--- config.mk ---
export PLATFORM = sky130hd
export DESIGN_NAME = load_store_unit
export DESIGN_NICKNAME = d
export VERILOG_FILES = /design/src/rtl/load_store_unit.sv
export SDC_FILE = /design/constraint.sdc
export NUM_CORES = 1
export LEC_CHECK = 0
export BUFFER_PORTS_ARGS = -buffer_cell sky130_fd_sc_hd__buf_2
export CORE_MARGIN = 2
export CORE_UTILIZATION = 45
export DETAILED_ROUTE_END_ITERATION = 8
export MAX_ROUTING_LAYER = met4
export PLACE_DENSITY = 0.77
export SLEW_MARGIN = 20
export SYNTH_ARGS = -nofsm -noshare
export SYNTH_HDL_FRONTEND = slang
export SYNTH_SLANG_ARGS = --single-unit
--- constraint.sdc ---
create_clock -name clk -period 2 [get_ports clk]
set_clock_uncertainty 0.2 [all_clocks]
set_input_delay 0.2 -clock clk [delete_from_list [all_inputs] [get_ports clk]]
set_output_delay 0.2 -clock clk [all_outputs]
set_load 0.01 [all_outputs]
--- src/rtl/load_store_unit.sv ---
`default_nettype none
// ============================================================================
//  Module      : load_store_unit
//  Description : Wishbone B4 pipelined bus master for the CPU memory phase.
//                One load/store per request, byte/short/word/dword widths,
//                load sign/zero extension, alignment check, bus-error and
//                stall/ack timeout capture.
//  Revision    : 1.0 - initial release
// ============================================================================
module load_store_unit #(
    parameter int ADDR_WIDTH     = 32,
    parameter int DATA_WIDTH     = 32,
    parameter int TIMEOUT_CYCLES = 255
) (
    input  logic                    clk,
    input  logic                    reset,
    input  logic                    i_enable,
    input  logic                    i_we,
    input  logic [ADDR_WIDTH-1:0]   i_addr,
    input  logic [DATA_WIDTH-1:0]   i_value,
    input  logic [1:0]              i_size,
    input  logic                    i_signed,
    output logic                    o_busy,
    output logic                    o_completed,
    output logic [DATA_WIDTH-1:0]   o_value,
    output logic                    o_fault,
    output logic [1:0]              o_fault_cause,
    output logic [ADDR_WIDTH-1:0]   o_wb_addr,
    output logic [DATA_WIDTH-1:0]   o_wb_data,
    output logic [DATA_WIDTH/8-1:0] o_wb_sel,
    output logic                    o_wb_we,
    output logic                    o_wb_cyc,
    output logic                    o_wb_stb,
    input  logic [DATA_WIDTH-1:0]   i_wb_data,
    input  logic                    i_wb_ack,
    input  logic                    i_wb_err,
    input  logic                    i_wb_stall
);

    localparam int NB = DATA_WIDTH / 8;
    localparam int OB = $clog2(NB);
    localparam int TW = (TIMEOUT_CYCLES < 2) ? 1 : $clog2(TIMEOUT_CYCLES + 1);
    localparam logic [TW-1:0] TIMEOUT_LIMIT = TW'(TIMEOUT_CYCLES);

    localparam logic [1:0] IDLE = 2'd0;
    localparam logic [1:0] REQ  = 2'd1;
    localparam logic [1:0] WAIT = 2'd2;
    localparam logic [1:0] DONE = 2'd3;

    localparam logic [1:0] CAUSE_ALIGN   = 2'b01;
    localparam logic [1:0] CAUSE_TIMEOUT = 2'b10;
    localparam logic [1:0] CAUSE_BUSERR  = 2'b11;

    logic [1:0]            state;
    logic                  we_q;
    logic [1:0]            size_q;
    logic                  signed_q;
    logic [OB-1:0]         off_q;
    logic [TW-1:0]         tmo_cnt;
    logic [TW-1:0]         tmo_next;

    logic [OB-1:0]         req_off;
    logic                  misaligned;
    logic [NB-1:0]         load_lanes;
    logic [DATA_WIDTH-1:0] byte_mask;
    logic [DATA_WIDTH-1:0] rd_shift;
    logic                  sign_bit;
    logic [DATA_WIDTH-1:0] load_result;
    logic                  resp_ok;
    logic                  got_err;
    logic                  got_ack;

    // Lane enables covering the access width, before shifting to the offset
    function automatic logic [NB-1:0] size_lanes(input logic [1:0] s);
        case (s)
            2'd0:    return NB'(1);
            2'd1:    return NB'(3);
            2'd2:    return NB'(15);
            default: return '1;
        endcase
    endfunction

    assign req_off  = i_addr[OB-1:0];
    assign tmo_next = tmo_cnt + TW'(1);

    // Request legality: natural alignment, dword only on a 64-bit bus
    always_comb begin
        misaligned = 1'b0;
        case (i_size)
            2'd1:    misaligned = i_addr[0];
            2'd2:    misaligned = (i_addr[1:0] != 2'b00);
            default: misaligned = (i_size == 2'd3) &&
                                  ((DATA_WIDTH == 32) || (i_addr[2:0] != 3'b000));
        endcase
    end

    // Load path: right-justify the addressed lanes, then extend to full width
    always_comb begin
        rd_shift   = i_wb_data >> {off_q, 3'b000};
        load_lanes = size_lanes(size_q);
        byte_mask  = '0;
        for (int i = 0; i < NB; i++) begin
            byte_mask[8*i +: 8] = {8{load_lanes[i]}};
        end
        case (size_q)
            2'd0:    sign_bit = rd_shift[7];
            2'd1:    sign_bit = rd_shift[15];
            2'd2:    sign_bit = rd_shift[31];
            default: sign_bit = rd_shift[DATA_WIDTH-1];
        endcase
        load_result = (rd_shift & byte_mask) |
                      ((signed_q && sign_bit) ? ~byte_mask : '0);
    end

    // Slave responses count only while the single strobe is, or has been, accepted
    always_comb begin
        resp_ok = (state == WAIT) || ((state == REQ) && !i_wb_stall);
        got_err = resp_ok && i_wb_err;
        got_ack = resp_ok && i_wb_ack && !i_wb_err;
    end

    // Request FSM, latched request fields and result registers
    always_ff @(posedge clk) begin
        if (!reset) begin
            state         <= IDLE;
            we_q          <= 1'b0;
            size_q        <= 2'b00;
            signed_q      <= 1'b0;
            off_q         <= '0;
            tmo_cnt       <= '0;
            o_value       <= '0;
            o_fault       <= 1'b0;
            o_fault_cause <= 2'b00;
            o_wb_addr     <= '0;
            o_wb_data     <= '0;
            o_wb_sel      <= '0;
        end else begin
            case (state)
                IDLE: begin
                    if (i_enable) begin
                        we_q          <= i_we;
                        size_q        <= i_size;
                        signed_q      <= i_signed;
                        off_q         <= req_off;
                        tmo_cnt       <= '0;
                        o_value       <= '0;
                        o_wb_addr     <= {i_addr[ADDR_WIDTH-1:OB], {OB{1'b0}}};
                        o_wb_data     <= i_value << {req_off, 3'b000};
                        o_wb_sel      <= size_lanes(i_size) << req_off;
                        if (misaligned) begin
                            state         <= DONE;
                            o_fault       <= 1'b1;
                            o_fault_cause <= CAUSE_ALIGN;
                        end else begin
                            state         <= REQ;
                            o_fault       <= 1'b0;
                            o_fault_cause <= 2'b00;
                        end
                    end
                end
                REQ, WAIT: begin
                    if (got_err) begin
                        state         <= DONE;
                        o_fault       <= 1'b1;
                        o_fault_cause <= CAUSE_BUSERR;
                    end else if (got_ack) begin
                        state   <= DONE;
                        o_value <= we_q ? '0 : load_result;
                    end else if ((TIMEOUT_CYCLES != 0) && (tmo_next == TIMEOUT_LIMIT)) begin
                        state         <= DONE;
                        o_fault       <= 1'b1;
                        o_fault_cause <= CAUSE_TIMEOUT;
                    end else begin
                        if (TIMEOUT_CYCLES != 0) begin
                            tmo_cnt <= tmo_next;
                        end
                        if ((state == REQ) && !i_wb_stall) begin
                            state <= WAIT;
                        end
                    end
                end
                default: state <= IDLE;
            endcase
        end
    end

    assign o_busy      = (state != IDLE);
    assign o_completed = (state == DONE);
    assign o_wb_cyc    = (state == REQ) || (state == WAIT);
    assign o_wb_stb    = (state == REQ);
    assign o_wb_we     = o_wb_cyc && we_q;

endmodule
`default_nettype wire
Word-level counts from Yosys, hierarchy flattened
Cells that the tools add are included.

word-level totals
  input port bits = 106
  flip-flop bits (word level) = 117
  word-level logic and storage cells = 94
  output and inout bits = 108

cells by class
  equal/unequal tests = 16
  shift operators = 3
  reduce and logical (&&, ||, !) cells = 22
  bitwise gates (word level) = 3
  multiplexer cells = 37
  $add $sub $neg = 1

operators with widths
  kind                 count
  $mux 32              5
  $pmux 32 s2          1
  $and 32x32->32       1
  $mux 8               4
  $not 32->32          1
  $or 32x32->32        1
  $shl 32x5->32        1
  $shr 32x5->32        1
  $mux 2               10
  $pmux 4 s2           2
  $pmux 8 s2           1
  $mux 4               3
  $ne 2x2->1 const B   5
  $add 8x1->8 const B  1
  $eq 2x2->1 const B   4
  $eq 8x8->1 const B   1
  $pmux 2 s2           2
  $reduce_and 4->1     2
  $eq 2x1->1 const B   3
  $logic_and 1x1->1    6
  $logic_not 2->1      3
  $mux 1               6
  $ne 3x3->1 const B   2
  $pmux 1 s2           3
  8 further kinds      13

Logic depth before layout (Yosys ltp)
Gate-level depths: netlist of the first run.

  word-level depth = 9
  gate-level depth with buffers = 9
  mapped depth without buffers = 7

Worst setup path before layout of the first run
OpenSTA, ideal clock, no wires.

  kind = register to register
  start = register state[0]
  end = register o_value[10]
  cell stages (with the launch flop) = 10
  buffers on the path = 2
  arrival = 1.882 ns
  setup time = 0.117 ns
  data required time = 1.683 ns
  slack = -0.199 ns
  clock period less this slack = 2.199 ns
  cell sequence = dfxtp_1 -> inv_1 -> ha_1 -> inv_1 -> o21ai_2 -> a21bo_1 -> buf_6 -> and2_4 -> buf_6 -> a22o_1

between the ends
  cells in the longest elaborated chain, start to end = 7
  elaborated cells on any way between the ends = 15
  those cells by class = eq/ne: 5; mux: 1; reduce/logical: 9

ends and longest elaborated chain
  item                               RTL line  RTL
  start, declared                    54        logic [1:0] state;
  start signal, assigned             125       state <= IDLE;
  start signal, assigned             151       state <= DONE;
  start signal, assigned             155       state <= REQ;
  $eq 2x1->1                         117, 138
  $logic_and 1x1->1                  117       resp_ok = (state == WAIT) || ((state == REQ) && !i_wb_stall);
  $logic_or 1x1->1                   117
  $logic_and 1x1->1 (2 in series)    119       got_ack = resp_ok && i_wb_ack && !i_wb_err;
  $ne 2x2->1 (no source line)        -
  $reduce_and 4->1 (no source line)  -
  end signal, assigned               168       o_value <= we_q ? '0 : load_result;
  end, declared                      25        output logic [DATA_WIDTH-1:0] o_value,

Several ways; a longest one is shown, not always the timed one.
A chain may end at the register's enable or synchronous reset.

Worst setup path after layout of the first run
  start = register state[1]
  end = register o_value[19]

The elaborated chain is that of the path after synthesis.

==> results.md, run 1 <==
| Quantity | This run |
| --- | --- |
| Status | finished clean |
| Number of optimization iterations in the first detailed-route pass | 6 |
| Gr ovfl total | 0 |
| Most frequent cells after synthesis | nand2_1 (132), dfxtp_1 (117), nor2_1 (73) |
| Worst VDD drop | 0.719 mV |
| Main synth FF type | dfxtp_1 |
| Cell Area, Synth | 5620 sq um |
| Cell type with the largest total area after synthesis | dfxtp_1 |
| GPL Wtd Cong | 0.956 |
| Number of buffers added on ports | 211 |
| Number of max-slew violations in the final report | 0 |
| Fraction of met2 tracks used by global routing | 0.441 |
| Met1 track demand over resource | 0.335 |
| Post-synth top area share | 0.417 |
| Final critical delay including setup and external delays | 1.97 ns |
| Count of warnings emitted by yosys | 0 |
| Max-capacitance violation count | 0 |
| Worst endpoint required time | 2.08 ns |
| Pin count of the biggest net entering global routing | 46 |
| Fraction of the mapped netlist area in simple logic gates | 0.190 |
| Net total in the final layout | 1075 |
| FFs w/ async S/R, synth | 0 |
| Power Density | 1160 nW/um^2 |
| Clock edge transition at the registers on the reported setup and hold paths | 0.06 ns |
| Final design instance area without fill | 8350 sq um |
| Fraction of synthesized area in multiplexers | 0.0837 |
| Number of flops mapped to enable cells by yosys | 0 |
| Fraction of final layout cells sized beyond drive strength 1 | 0.321 |
| Die area | 13400 sq um |
| Detail-routed net length per standard cell | 16.4 microns |
| Instance area after placement | 6940 sq um |
| Combinational family with the most area after synthesis | compound AO/OA/AOI/OAI gates |
| Setup repair after global routing missed its margin | yes |
| Number of endpoints with negative hold slack in the final report | 0 |
| Clock Sinks | 117 |
| DRC errors left | 0 |
| Average via count per standard cell | 5.46 |
| Cell with the most instances after synthesis | nand2_1 |
| Slew @ Worst Pin | 0.697 ns |
| Nature of the critical path startpoint | flip-flop |
| Hold Worst Slack | 0.0140 ns |
| Number of antenna-violating nets in the routed design | 0 |
| Share of synthesized cell area in full adder, half adder and majority cells | 0.0245 |
| Number of standard cells after synthesis | 686 |
| Post-Synth XOR/XNOR Area | 0.00467 |
| Type of the most critical hold path | in2reg |
| Setup violations, final | 0 |
| Maximum level of the CTS H-tree | 4 |
| Post-synthesis to final-layout area growth | 48.6% |
| Clock insertion delay at the later pin of the skew report | 0.42 ns |
| Worst-case headroom to the max-slew limit | 0.533 |
| # IOs | 214 |
| Overall die height | 116 microns |
| Worst-path fanout max | 11 |
| Leakage Power | 3.76 nW |
| CTS Root Cell | clkbuf_16 |
| Tcrit/Tclk final | 0.987 |
| Met3 track utilization from global routing | 0.0753 |
| F_max | 507 MHz |
| WP data arrival | 2.06 ns |
| Floorplan core area | 12100 sq um |
| Number of DRC markers in iteration 0 | 468 |
| ANT cells | 0 |
| Cell Rows | 40 |
| Number of antenna violations at the first check in global routing | 0 |
| Type of the setup path with the least slack | reg2reg |
| Kind of end point of the critical path | flip-flop |
| Synth Area in Compound Gates | 0.227 |
| Global routing usage summed across all routing layers | 0.278 |
| Cell types occupying the most area after synthesis | dfxtp_1 (42%), nand2_1 (8.8%), mux2i_1 (6.8%) |
| Total CTS buffers | 17 |
| DP HPWL | 11.8 mm |
| First-pass GRT wire length | 28.6 mm |
| Total Power Consumption | 9.69 mW |
| Starting utilization of the core area | 0.464 |
| Floorplan die width | 116 microns |
| Most used routing layer | met2 |
| Maximum count of clock buffers along a single path | 2 |
| Synth cell types | 58 |
| Syn_area_per_cell | 8.19 sq um |
| Routed vias | 6217 |
| Register bit count reported by yosys | 117 |
| Final WL | 18.7 mm |
| Vias in the first global route | 5987 |
| CTS tree | done |
| Sequential cell area fraction in the yosys report | 0.417 |
path summary, 6_finish.rpt:
| kind | depth (start not counted) | slack (ns) | start | to |
|---|---|---|---|---|
| hold / removal | 5 | 0.01 | i_value[30] | o_wb_data[30]$_SDFFE_PN0P_ |
| setup / recovery | 8 | 0.03 | state[1]$_SDFFE_PN0P_ | o_value[19]$_SDFFE_PN0P_ |
| setup reg to reg | 8 | 0.03 | state[1]$_SDFFE_PN0P_ | o_value[19]$_SDFFE_PN0P_ |
| hold reg to reg | 2 | 0.24 | o_fault$_SDFFE_PN0P_ | o_fault$_SDFFE_PN0P_ |
area by class of cell:
class                      count  area, sq um
multi-input combinational    502         3100
inverter                      12         50.0
fill                         909         3760
timing repair buffer         308         2040
tap                          168          210
clock inverter                10          121
sequential                   117         2350
clock buffer                  22          474
timing repair:
item	in CTS	in global routing
buffers inserted	1	1
endpoints found under the setup margin	21	48
hold buffers	67	0
cloned	0	1
hold endpoints to repair	74	0
pin swaps	0	4
gates resized for setup	4	16
critical path, cell delays in order, from the launching register on:
cell and delay, ns:
dfxtp_2 0.36, inv_2 0.06, ha_4 0.30, inv_4 0.05, o21ai_4 0.18, a21bo_4 0.29, clkbuf_16 0.18, a32oi_1 0.16
nor2_1 0.06
through the flow:
step                 util  setup TNS [ns]  setup WS [ns]  cells
global placement    0.573               0         0.0390   1037
CTS                 0.679               0        0.00626   1137
global route        0.689          -0.313        -0.0696   1139
finish              0.689               0         0.0269   1139
detailed placement  0.573          -0.133        -0.0235   1037
floorplan               -               0        0.00287    687
layout by cell type, fill, tap and decap left out, drive strengths merged, types with 11 or more instances in the layout:
| cell | instances |
|---|---|
| o21ai | 23 |
| ha | 11 |
| nand2 | 134 |
| nor2b | 13 |
| nor2 | 73 |
| nor3 | 12 |
| clkbuf | 23 |
| a32oi | 23 |
| buf | 240 |
| inv | 14 |
| a21oi | 66 |
| a22oi | 17 |
| dlygate4sd3 | 67 |
| dfxtp | 117 |
| mux2i | 38 |
registers in the layout, summed over array words and instances, names as in the netlist, 2 cells and up:
register	cells
o_wb_addr	30
tmo_cnt	8
size_q	2
state	2
o_wb_data	32
o_value	32
o_wb_sel	4
off_q	2
o_fault_cause	2
per-layer routing:
layer | share of wire | up-vias
li1 | - | 2952
met1 | 0.41 | 2918
met2 | 0.48 | 298
met3 | 0.078 | 49
met4 | 0.030 | 0
met5 | 0 | -
power by group:
part | switching [mW] | internal [mW] | total (mW)
registers | 0.187 | 2.63 | 2.82
clock network | 1.11 | 1.94 | 3.05
logic | 2.20 | 1.62 | 3.82
cell families after synthesis:
logic type | after synthesis
AOI/OAI and AO/OA | 186
xor gates and xnor gates | 3
adders and majority gates | 11
buffers and inverters | 68
DFF | 117
muxes | 46
other | 1
and+or+nand+nor | 254
Note: power is estimated with default switching activity, not from simulation.
==> run 2, diff against run 1 <==
--- a/config.mk
+++ b/config.mk
@@ -8,6 +8,7 @@
 export BUFFER_PORTS_ARGS = -buffer_cell sky130_fd_sc_hd__buf_2
 export CORE_MARGIN = 2
 export CORE_UTILIZATION = 45
+export CTS_BUF_LIST = sky130_fd_sc_hd__clkbuf_8 sky130_fd_sc_hd__clkbuf_16
 export DETAILED_ROUTE_END_ITERATION = 8
 export MAX_ROUTING_LAYER = met4
 export PLACE_DENSITY = 0.77
==> run 2 against run 1 <==
  * Die area unchanged
  * Via count down 0.35%
  * Combinational power about the same
  * Power down 0.11%
  * Maximum frequency about the same
  * Non-clock buffer count unchanged
  * Worst hold slack worse by 0.0030 ns
  * Register-to-register slack about the same
==> results.md, run 2 (synthesis gave the netlist of run 1 again) <==
| Quantity | This run |
| --- | --- |
| Final design instance area without fill | 8350 sq um |
| WP data arrival | 2.06 ns |
| Average via count per standard cell | 5.44 |
| Nature of the critical path startpoint | flip-flop |
| CP max stage delay | 0.36 ns |
| Number of antenna-violating nets in the routed design | 0 |
| DRC errors left | 0 |
| Pin count of the biggest net entering global routing | 46 |
| Worst endpoint required time | 2.08 ns |
| Overall die height | 116 microns |
| Leakage Power | 3.77 nW |
| Most common cell after layout, fill and taps aside | buf_2 |
| Worst-case headroom to the max-slew limit | 0.536 |
| Routed vias | 6195 |
| Tcrit/Tclk final | 0.987 |
| Maximum level of the CTS H-tree | 4 |
| ANT cells | 0 |
| WHS Path Cells | 5 |
| Die area | 13400 sq um |
| Type of the setup path with the least slack | reg2reg |
| Worst VDD drop | 0.719 mV |
| Slew @ Worst Pin | 0.694 ns |
| FILL cells | 909 |
| Maximum count of clock buffers along a single path | 2 |
| Kind of end point of the critical path | flip-flop |
| Post-synthesis to final-layout area growth | 48.6% |
| Starting utilization of the core area | 0.464 |
| Detail-routed net length per standard cell | 16.4 microns |
| Vias in the first global route | 5987 |
| Worst-path fanout max | 11 |
| First-pass GRT wire length | 28.6 mm |
| Status | finished clean |
| Net total in the final layout | 1075 |
| Clock edge transition at the registers on the reported setup and hold paths | 0.06 ns |
| Number of DRC markers in iteration 0 | 479 |
| DP HPWL | 11.8 mm |
| Fraction of final layout cells sized beyond drive strength 1 | 0.321 |
| Floorplan die width | 116 microns |
| Clock insertion delay at the later pin of the skew report | 0.42 ns |
| Setup repair after global routing missed its margin | yes |
| Total area of sequential cells | 2350 sq um |
| F_max | 507 MHz |
| Number of endpoints with negative hold slack in the final report | 0 |
| Number of buffers added on ports | 211 |
| Multi-input combinational cell area | 3100 sq um |
| CTS tree | done |
| Hold Worst Slack | 0.0110 ns |
| Final WL | 18.7 mm |
| Final setup TNS | 0 ns |
| Count of non-filler cells in the finished layout | 1139 |
| # IOs | 214 |
| Leading registers by flop count | o_value x32, o_wb_data x32, o_wb_addr x30 |
| Max-capacitance violation count | 0 |
| Gr ovfl total | 0 |
| GPL Wtd Cong | 0.956 |
| Cell Rows | 40 |
| Total Power Consumption | 9.68 mW |
| Critical Path Slowest Stage Cell | dfxtp_2 |
| Setup violations, final | 0 |
| Power Density | 1160 nW/um^2 |
| # placed instances | 1037 |
| Global routing usage summed across all routing layers | 0.278 |
| Register-to-Register Path Depth | 8 |
| Total CTS buffers | 17 |
| CTS Root Cell | clkbuf_16 |
| Floorplan core area | 12100 sq um |
| Series of cell instances along the critical path | inv_2 -> ha_4 -> inv_4 -> o21ai_4 -> a21bo_4 -> clkbuf_16 -> a32oi_1 -> nor2_1 |
| Most frequent cells in the layout | buf_2 (211), nand2_1 (132), dfxtp_1 (115) |
| Number of max-slew violations in the final report | 0 |
| Type of the most critical hold path | in2reg |
| Instance area after placement | 6940 sq um |
| Number of optimization iterations in the first detailed-route pass | 5 |
| Clock Sinks | 117 |
| Number of antenna violations at the first check in global routing | 0 |
| Final critical delay including setup and external delays | 1.97 ns |
run 2: cell count changes in the layout (fill, tap and decap cells not counted):
| cell | before | now |
|---|---|---|
| clkbuf_1 | 2 | 0 |
| inv_1 | 8 | 10 |
run 2: path summary, 6_finish.rpt:
kind | start | slack (ns) | endpoint
setup reg to reg | state[1]$_SDFFE_PN0P_ | 0.03 | o_value[19]$_SDFFE_PN0P_
hold reg to reg | o_fault$_SDFFE_PN0P_ | 0.24 | o_fault$_SDFFE_PN0P_
hold / removal | i_value[30] | 0.01 | o_wb_data[30]$_SDFFE_PN0P_
setup / recovery | state[1]$_SDFFE_PN0P_ | 0.03 | o_value[19]$_SDFFE_PN0P_
run 2: power breakdown:
| group | switching (mW) | internal [mW] |
|---|---|---|
| logic | 2.19 | 1.62 |
| registers | 0.187 | 2.63 |
| clock network | 1.12 | 1.93 |
| total | 3.50 | 6.18 |
run 2: repair_timing:
action / 4_1_cts / 5_1_grt
gates cloned: 0 / 1
endpoints found under the setup margin: 21 / 48
gates resized for setup: 4 / 16
endpoints found under the hold margin: 74 / 0
setup buffers: 1 / 1
hold buffers: 67 / 0
pin swaps: 0 / 4
run 2: per-layer routing:
metal	global-route usage	vias up	share of wire
met5	-	-	0
met4	0.116	0	0.030
met3	0.0753	49	0.075
met2	0.441	281	0.48
met1	0.335	2911	0.41
li1	-	2954	-
run 2: final cells by class:
| class | instances | area share |
|---|---|---|
| multi-input cells | 502 | 0.372 |
| flip-flops and latches | 117 | 0.281 |
| repair buffers | 308 | 0.245 |
| clock buffers | 20 | 0.0559 |
| well taps | 168 | 0.0252 |
| clock inverters | 12 | 0.0154 |
| inverters | 12 | 0.00599 |
run 2: stage by stage:
step,worst slack [ns],util
after floorplan,0.00287,-
after global placement,0.0390,0.573
after detailed placement,-0.0235,0.573
after CTS,0.00626,0.679
after global routing,-0.0696,0.689
final,0.0268,0.689
run 2: critical path, delay by kind of cell (launching register included):
kind	cells	cell delay [ns]
adder cells (fa/ha/maj)	1	0.30
flip-flops	1	0.36
buffers and inverters	3	0.29
AO/OA/AOI/OAI	3	0.63
AND/OR/NAND/NOR	1	0.06
